File: src/rtl/intr_gen_pkg.sv
// intr_gen_pkg: shared debounce timing and key polarity constants.
package intr_gen_pkg;
  localparam int CLK_FREQ_HZ = 125_000_000;
  localparam int DEB_MS = 10;
  localparam int DEB_CYC_DEF = CLK_FREQ_HZ / 1000 * DEB_MS;
  localparam int CNT_W_DEF = $clog2(DEB_CYC_DEF + 1);
  localparam logic KEY_ACT_DEF = 1'b0;
endpackage

File: src/rtl/intr_gen_key_debounce.sv
// key_debounce: two-flop synchronizer, stable-level debouncer and press pulse for one key.
module key_debounce
  import intr_gen_pkg::*;
#(
  parameter int   DEB_CYC = DEB_CYC_DEF,
  parameter int   CNT_W   = CNT_W_DEF,
  parameter logic KEY_ACT = KEY_ACT_DEF
) (
  input  logic clk,
  input  logic rst,
  input  logic key_i,
  output logic state_o,
  output logic press_o
);
  localparam logic [CNT_W-1:0] LAST = CNT_W'(DEB_CYC - 1);
  logic [1:0] sync_q;
  logic state_q, state_d, prev_q, sync;
  logic [CNT_W-1:0] cnt_q, cnt_d;
  assign sync = sync_q[1] == KEY_ACT;
  always_comb begin
    state_d = (sync != state_q && cnt_q == LAST) ? sync : state_q;
    cnt_d = (sync == state_q || cnt_q == LAST) ? '0 : cnt_q + 1'b1;
  end
  always_ff @(posedge clk or posedge rst) begin
    if (rst) begin
      sync_q <= {2{~KEY_ACT}};
      state_q <= 1'b0;
      prev_q <= 1'b0;
      cnt_q <= '0;
    end else begin
      sync_q <= {sync_q[0], key_i};
      state_q <= state_d;
      prev_q <= state_q;
      cnt_q <= cnt_d;
    end
  end
  assign state_o = state_q;
  assign press_o = state_q & ~prev_q;
endmodule

File: src/rtl/intr_gen.sv
// intr_gen: debounced key press events raising sticky, software-cleared interrupts with overflow flags.
module intr_gen
  import intr_gen_pkg::*;
#(
  parameter int   CH_NUM  = 2,
  parameter int   DEB_CYC = DEB_CYC_DEF,
  parameter int   CNT_W   = CNT_W_DEF,
  parameter logic KEY_ACT = KEY_ACT_DEF
) (
  input  logic              clk,
  input  logic              rst,
  input  logic [CH_NUM-1:0] key_in,
  input  logic [CH_NUM-1:0] intr_clr,
  output logic [CH_NUM-1:0] intr,
  output logic [CH_NUM-1:0] intr_ovf,
  output logic [CH_NUM-1:0] key_state
);
  logic [CH_NUM-1:0] press, intr_q, intr_d, ovf_q, ovf_d;
  for (genvar i = 0; i < CH_NUM; i++) begin : g_ch
    key_debounce #(.DEB_CYC(DEB_CYC), .CNT_W(CNT_W), .KEY_ACT(KEY_ACT)) u_deb (
      .clk(clk),
      .rst(rst),
      .key_i(key_in[i]),
      .state_o(key_state[i]),
      .press_o(press[i])
    );
  end
  // A press always wins over a simultaneous clear so no event is lost.
  always_comb begin
    intr_d = (intr_q & ~intr_clr) | press;
    ovf_d = (ovf_q & ~(intr_clr & ~press)) | (press & intr_q);
  end
  always_ff @(posedge clk or posedge rst) begin
    if (rst) begin
      intr_q <= '0;
      ovf_q <= '0;
    end else begin
      intr_q <= intr_d;
      ovf_q <= ovf_d;
    end
  end
  assign intr = intr_q;
  assign intr_ovf = ovf_q;
endmodule

File: config.mk
export PLATFORM = sky130hd
export DESIGN_NAME = intr_gen
export DESIGN_NICKNAME = d
export VERILOG_FILES = /design/src/rtl/intr_gen_pkg.sv /design/src/rtl/intr_gen_key_debounce.sv /design/src/rtl/intr_gen.sv
export SDC_FILE = /design/constraint.sdc
export NUM_CORES = 1
export LEC_CHECK = 0
export CORE_MARGIN = 8
export CORE_UTILIZATION = 25
export DETAILED_ROUTE_END_ITERATION = 10
export HOLD_SLACK_MARGIN = 0.1
export SLEW_MARGIN = 20
export SYNTH_ARGS = -nofsm -noshare
export SYNTH_HDL_FRONTEND = slang
export SYNTH_SLANG_ARGS = --single-unit
File: constraint.sdc
create_clock -name clk -period 3.2 [get_ports clk]
set_input_delay 0.64 -clock clk [delete_from_list [all_inputs] [get_ports clk]]
set_output_delay 0.64 -clock clk [all_outputs]
set_load 0.005 [all_outputs]
==> impl_summary.log <==
INFO  metric outcome = finished, final reports clean
INFO  metric detailroute.via_count = 1766
INFO  metric synth_common_cells = sky130_fd_sc_hd__dfrtp_1 (50), sky130_fd_sc_hd__nor2_1 (39), sky130_fd_sc_hd__xnor2_1 (22)
INFO  metric number_of_antenna_violations_at_the_first_check_in_global_routing = 0
INFO  metric critical_path.n_buffers_inverters = 1
INFO  metric cp-end-kind = flop
INFO  metric remaining_drc_errors = 0
INFO  metric ctsResizeCount = 0
INFO  metric design.final.nets = 272
INFO  metric synth_net_count = 256
INFO  metric antenna-diode-count = 0
INFO  metric maximum_achievable_frequency = 391 MHz
INFO  metric dp.final_hpwl = 3340 um
INFO  metric ir_drop = 214 uV
INFO  metric worst-r2r-cell-count = 5
INFO  metric finalHoldViolCount = 0
INFO  metric finalWeightedCongestion = 0.783
INFO  metric first_iter_violations = 61
INFO  metric worst-endpoint-required = 3.40 ns
INFO  metric crit_type = reg -> reg
INFO  metric syn-mean-instance-area = 10.3 um^2
INFO  metric routedWlPerCell = 11.5 um
INFO  metric slew_viol_final = 0
INFO  metric final.period_utilization = 79.9%
INFO  metric hold_class = reg -> reg
INFO  metric pre_cts_ws = 0.626 ns
INFO  metric finalSetupTns = 0 ns
INFO  metric drt-vias-per-instance = 4.40
INFO  metric ys_seq_area_share = 53.3%
INFO  metric layout-area-overhead-vs-synth = 14.4%
INFO  metric ant_nets = 0
INFO  metric grt_pass1_vias = 1690
INFO  metric post-synth-top-area-fraction = 49.2%
INFO  metric cts_setup_buffers = 0
INFO  metric report.power.total = 1.16 mW
INFO  metric cts.hold.buffers_added = 0
INFO  metric worst_hold_startpoint = g_ch[1].u_deb.sync_q[0]$_DFF_PP1_
INFO  metric root_buffer = sky130_fd_sc_hd__clkbuf_8
INFO  metric crit_path_top_delay_cell = sky130_fd_sc_hd__or4_4
INFO  metric worstSetupStartpointType = flop
INFO  metric clock-skew-final = 0.0141 ns
INFO  metric slew-limit-headroom = 60.7%
INFO  metric syn_inst = 248
INFO  metric worst_path_largest_cell_delay = 0.57 ns
INFO  metric yosysUniqueCellTypes = 33
INFO  metric portBuffers = 11
INFO  metric finalWorstPathRequiredPeriod = 2.56 ns
INFO  metric fraction_of_synthesis_flops_using_an_asynchronous_set_or_reset_pin = 100%
INFO  metric die_h = 117 um
INFO  metric placementRows = 37
INFO  metric h_tree_levels = 2
INFO  metric finalSetupViolations = 0
INFO  metric io-pin-count = 12
INFO  metric hold_path_depth = 0
INFO  metric synth_edf_count = 0
INFO  metric tightestPinTransition = 0.583 ns
INFO  metric layout-drive-gt1-share = 8.30%
INFO  metric synth.most_common_cell = sky130_fd_sc_hd__dfrtp_1
INFO  metric ys_seq_elements = 54
INFO  metric dominantRegCellSynth = sky130_fd_sc_hd__dfrtp_1
INFO  metric timing.rr.end = g_ch[0].u_deb.cnt_q[19]$_DFF_PP0_
INFO  metric path_delay_family = simple AND/OR/NAND/NOR gates
INFO  metric worst_slack = 0.643 ns
INFO  metric powerDensity = 398 nW/um^2
INFO  metric largest_net_degree_at_the_start_of_global_routing = 29
INFO  metric yosysWarningCount = 0
INFO  metric fp.dieArea = 13700 um^2
INFO  metric core_outline_area = 10100 um^2
INFO  metric synth_area_leader_cell = sky130_fd_sc_hd__dfrtp_1
INFO  metric tritoncts_clock_tree = built
INFO  metric ff2ff_setup_slack = 0.64 ns
INFO  metric numClockSinks = 54
INFO  metric cts_buffers = 5
INFO  metric routed_wirelength = 4620 um
INFO  metric drtPass1Iterations = 4
INFO  metric worst_skew_pair.late_latency = 0.32 ns
INFO  metric initial_core_util = 25.2%
INFO  metric cap_violations = 0
INFO  metric total_leakage_power = 1.10 nW
INFO  metric crit-reg2reg-launch = g_ch[0].u_deb.cnt_q[13]$_DFF_PP0_
INFO  metric globalRouteTotalUtil = 7.15%
INFO  metric post_synth_main_area_contributors = sky130_fd_sc_hd__dfrtp_1 (49%), sky130_fd_sc_hd__xnor2_1 (7.6%), sky130_fd_sc_hd__nor2_1 (5.8%), sky130_fd_sc_hd__dfstp_2 (4.1%), sky130_fd_sc_hd__nand4_1 (3.4%)
INFO  metric cp.arrival = 2.76 ns
INFO  metric netlist_area = 2540 um^2
INFO  metric cts.reportedPaths.clkPinSlew = 0.11 ns
INFO  metric crit_chain = or4b_1 -> or4_4 -> o41ai_4 -> buf_4 -> a21oi_1
INFO  metric overflow = 0
INFO  metric crit_fanout = 14
INFO  metric cts_max_path_buffers = 2
INFO  metric die_x = 117 um
INFO  metric wire_length_of_the_first_global_routing_pass = 7840 um
INFO  metric rsz0062_at_grt = false
INFO  metric hold-path-endpoint = g_ch[1].u_deb.sync_q[1]$_DFF_PP1_
[metrics by stage]
step	hold slack (ns)	utilization [%]	std cells	cell area (um^2)
after global placement	0.347	27.9	393	2810
after floorplan	0.345	-	248	2540
after CTS	0.362	28.8	401	2910
final	0.360	28.8	401	2910
after detailed placement	0.347	27.9	393	2810
after global routing	0.371	28.8	401	2910
[cells by family (layout without fill, tap and decap cells)]
family | after synthesis | after routing | share of synthesized area, %
buffers and inverters | 22 | 39 | 4.13
XOR/XNOR | 32 | 32 | 11.0
flip-flops | 54 | 54 | 53.3
AO/OA/AOI/OAI | 20 | 20 | 5.60
AND/OR/NAND/NOR | 114 | 114 | 23.4
multiplexers | 4 | 4 | 1.57
adder cells (fa/ha/maj) | 2 | 2 | 0.983
[where the power goes]
group | switching, mW | internal [mW] | total [mW]
logic | 0.0284 | 0.0171 | 0.0455
registers | 0.00851 | 0.693 | 0.701
clock network | 0.247 | 0.164 | 0.411
[layer usage]
layer  wire [um]  track usage [%]  vias to the layer above
li1            -                -                      898
met1        2300             9.30                      844
met4          27             1.28                        0
met2        2120             11.6                       21
met3         172             2.10                        3
met5           0                0                        -
[area by class of cell]
class / count / area, um^2
flip-flops and latches: 54 / 1360
repair buffers: 16 / 148
fillers: 1086 / 7180
inverters: 15 / 56.3
multi-input cells: 172 / 1080
clock buffers: 5 / 68.8
clock inverters: 3 / 28.8
well taps: 136 / 170
[worst max path at each step]
stage	cells past startpoint	startpoint	endpoint	slack [ns]
floorplan	5	g_ch[0].u_deb.cnt_q[13]$_DFF_PP0_	g_ch[0].u_deb.cnt_q[17]$_DFF_PP0_	0.98
global placement	5	g_ch[0].u_deb.cnt_q[13]$_DFF_PP0_	g_ch[0].u_deb.cnt_q[6]$_DFF_PP0_	0.68
detailed placement	5	g_ch[0].u_deb.cnt_q[13]$_DFF_PP0_	g_ch[0].u_deb.cnt_q[16]$_DFF_PP0_	0.63
CTS	5	g_ch[0].u_deb.cnt_q[13]$_DFF_PP0_	g_ch[0].u_deb.cnt_q[19]$_DFF_PP0_	0.62
global route	5	g_ch[0].u_deb.cnt_q[13]$_DFF_PP0_	g_ch[0].u_deb.cnt_q[19]$_DFF_PP0_	0.55
finish	5	g_ch[0].u_deb.cnt_q[13]$_DFF_PP0_	g_ch[0].u_deb.cnt_q[19]$_DFF_PP0_	0.64
[registers in the layout (all words and copies together) (netlist names)]
signal	flops
g_ch.u_deb.cnt_q	42
g_ch.u_deb.sync_q	4
g_ch.u_deb.prev_q	2
g_ch.u_deb.state_o	2
intr	2
intr_ovf	2
[cell usage in the layout, fill, tap and decap left out, types with 2 or more instances in the layout]
cell type                         count
sky130_fd_sc_hd__o31ai_1              2
sky130_fd_sc_hd__or3_1                5
sky130_fd_sc_hd__o21ai_0              7
sky130_fd_sc_hd__mux2i_1              4
sky130_fd_sc_hd__nand4_1             14
sky130_fd_sc_hd__nor2_1              39
sky130_fd_sc_hd__xnor2_1             22
sky130_fd_sc_hd__nand2_1             11
sky130_fd_sc_hd__a21oi_1              6
sky130_fd_sc_hd__nand2b_1             2
sky130_fd_sc_hd__nand3_1             10
sky130_fd_sc_hd__nor3_1               8
sky130_fd_sc_hd__or4_1                6
sky130_fd_sc_hd__ha_1                 2
sky130_fd_sc_hd__dfrtp_1             50
sky130_fd_sc_hd__nor4_1              10
sky130_fd_sc_hd__inv_1               14
sky130_fd_sc_hd__buf_4                5
sky130_fd_sc_hd__xor2_1              10
sky130_fd_sc_hd__clkbuf_8             5
sky130_fd_sc_hd__and4_1               2
sky130_fd_sc_hd__o22ai_1              2
sky130_fd_sc_hd__clkdlybuf4s50_1     11
sky130_fd_sc_hd__nor3b_1              2
sky130_fd_sc_hd__dfstp_2              4
Power figures use the tool's default switching activity.
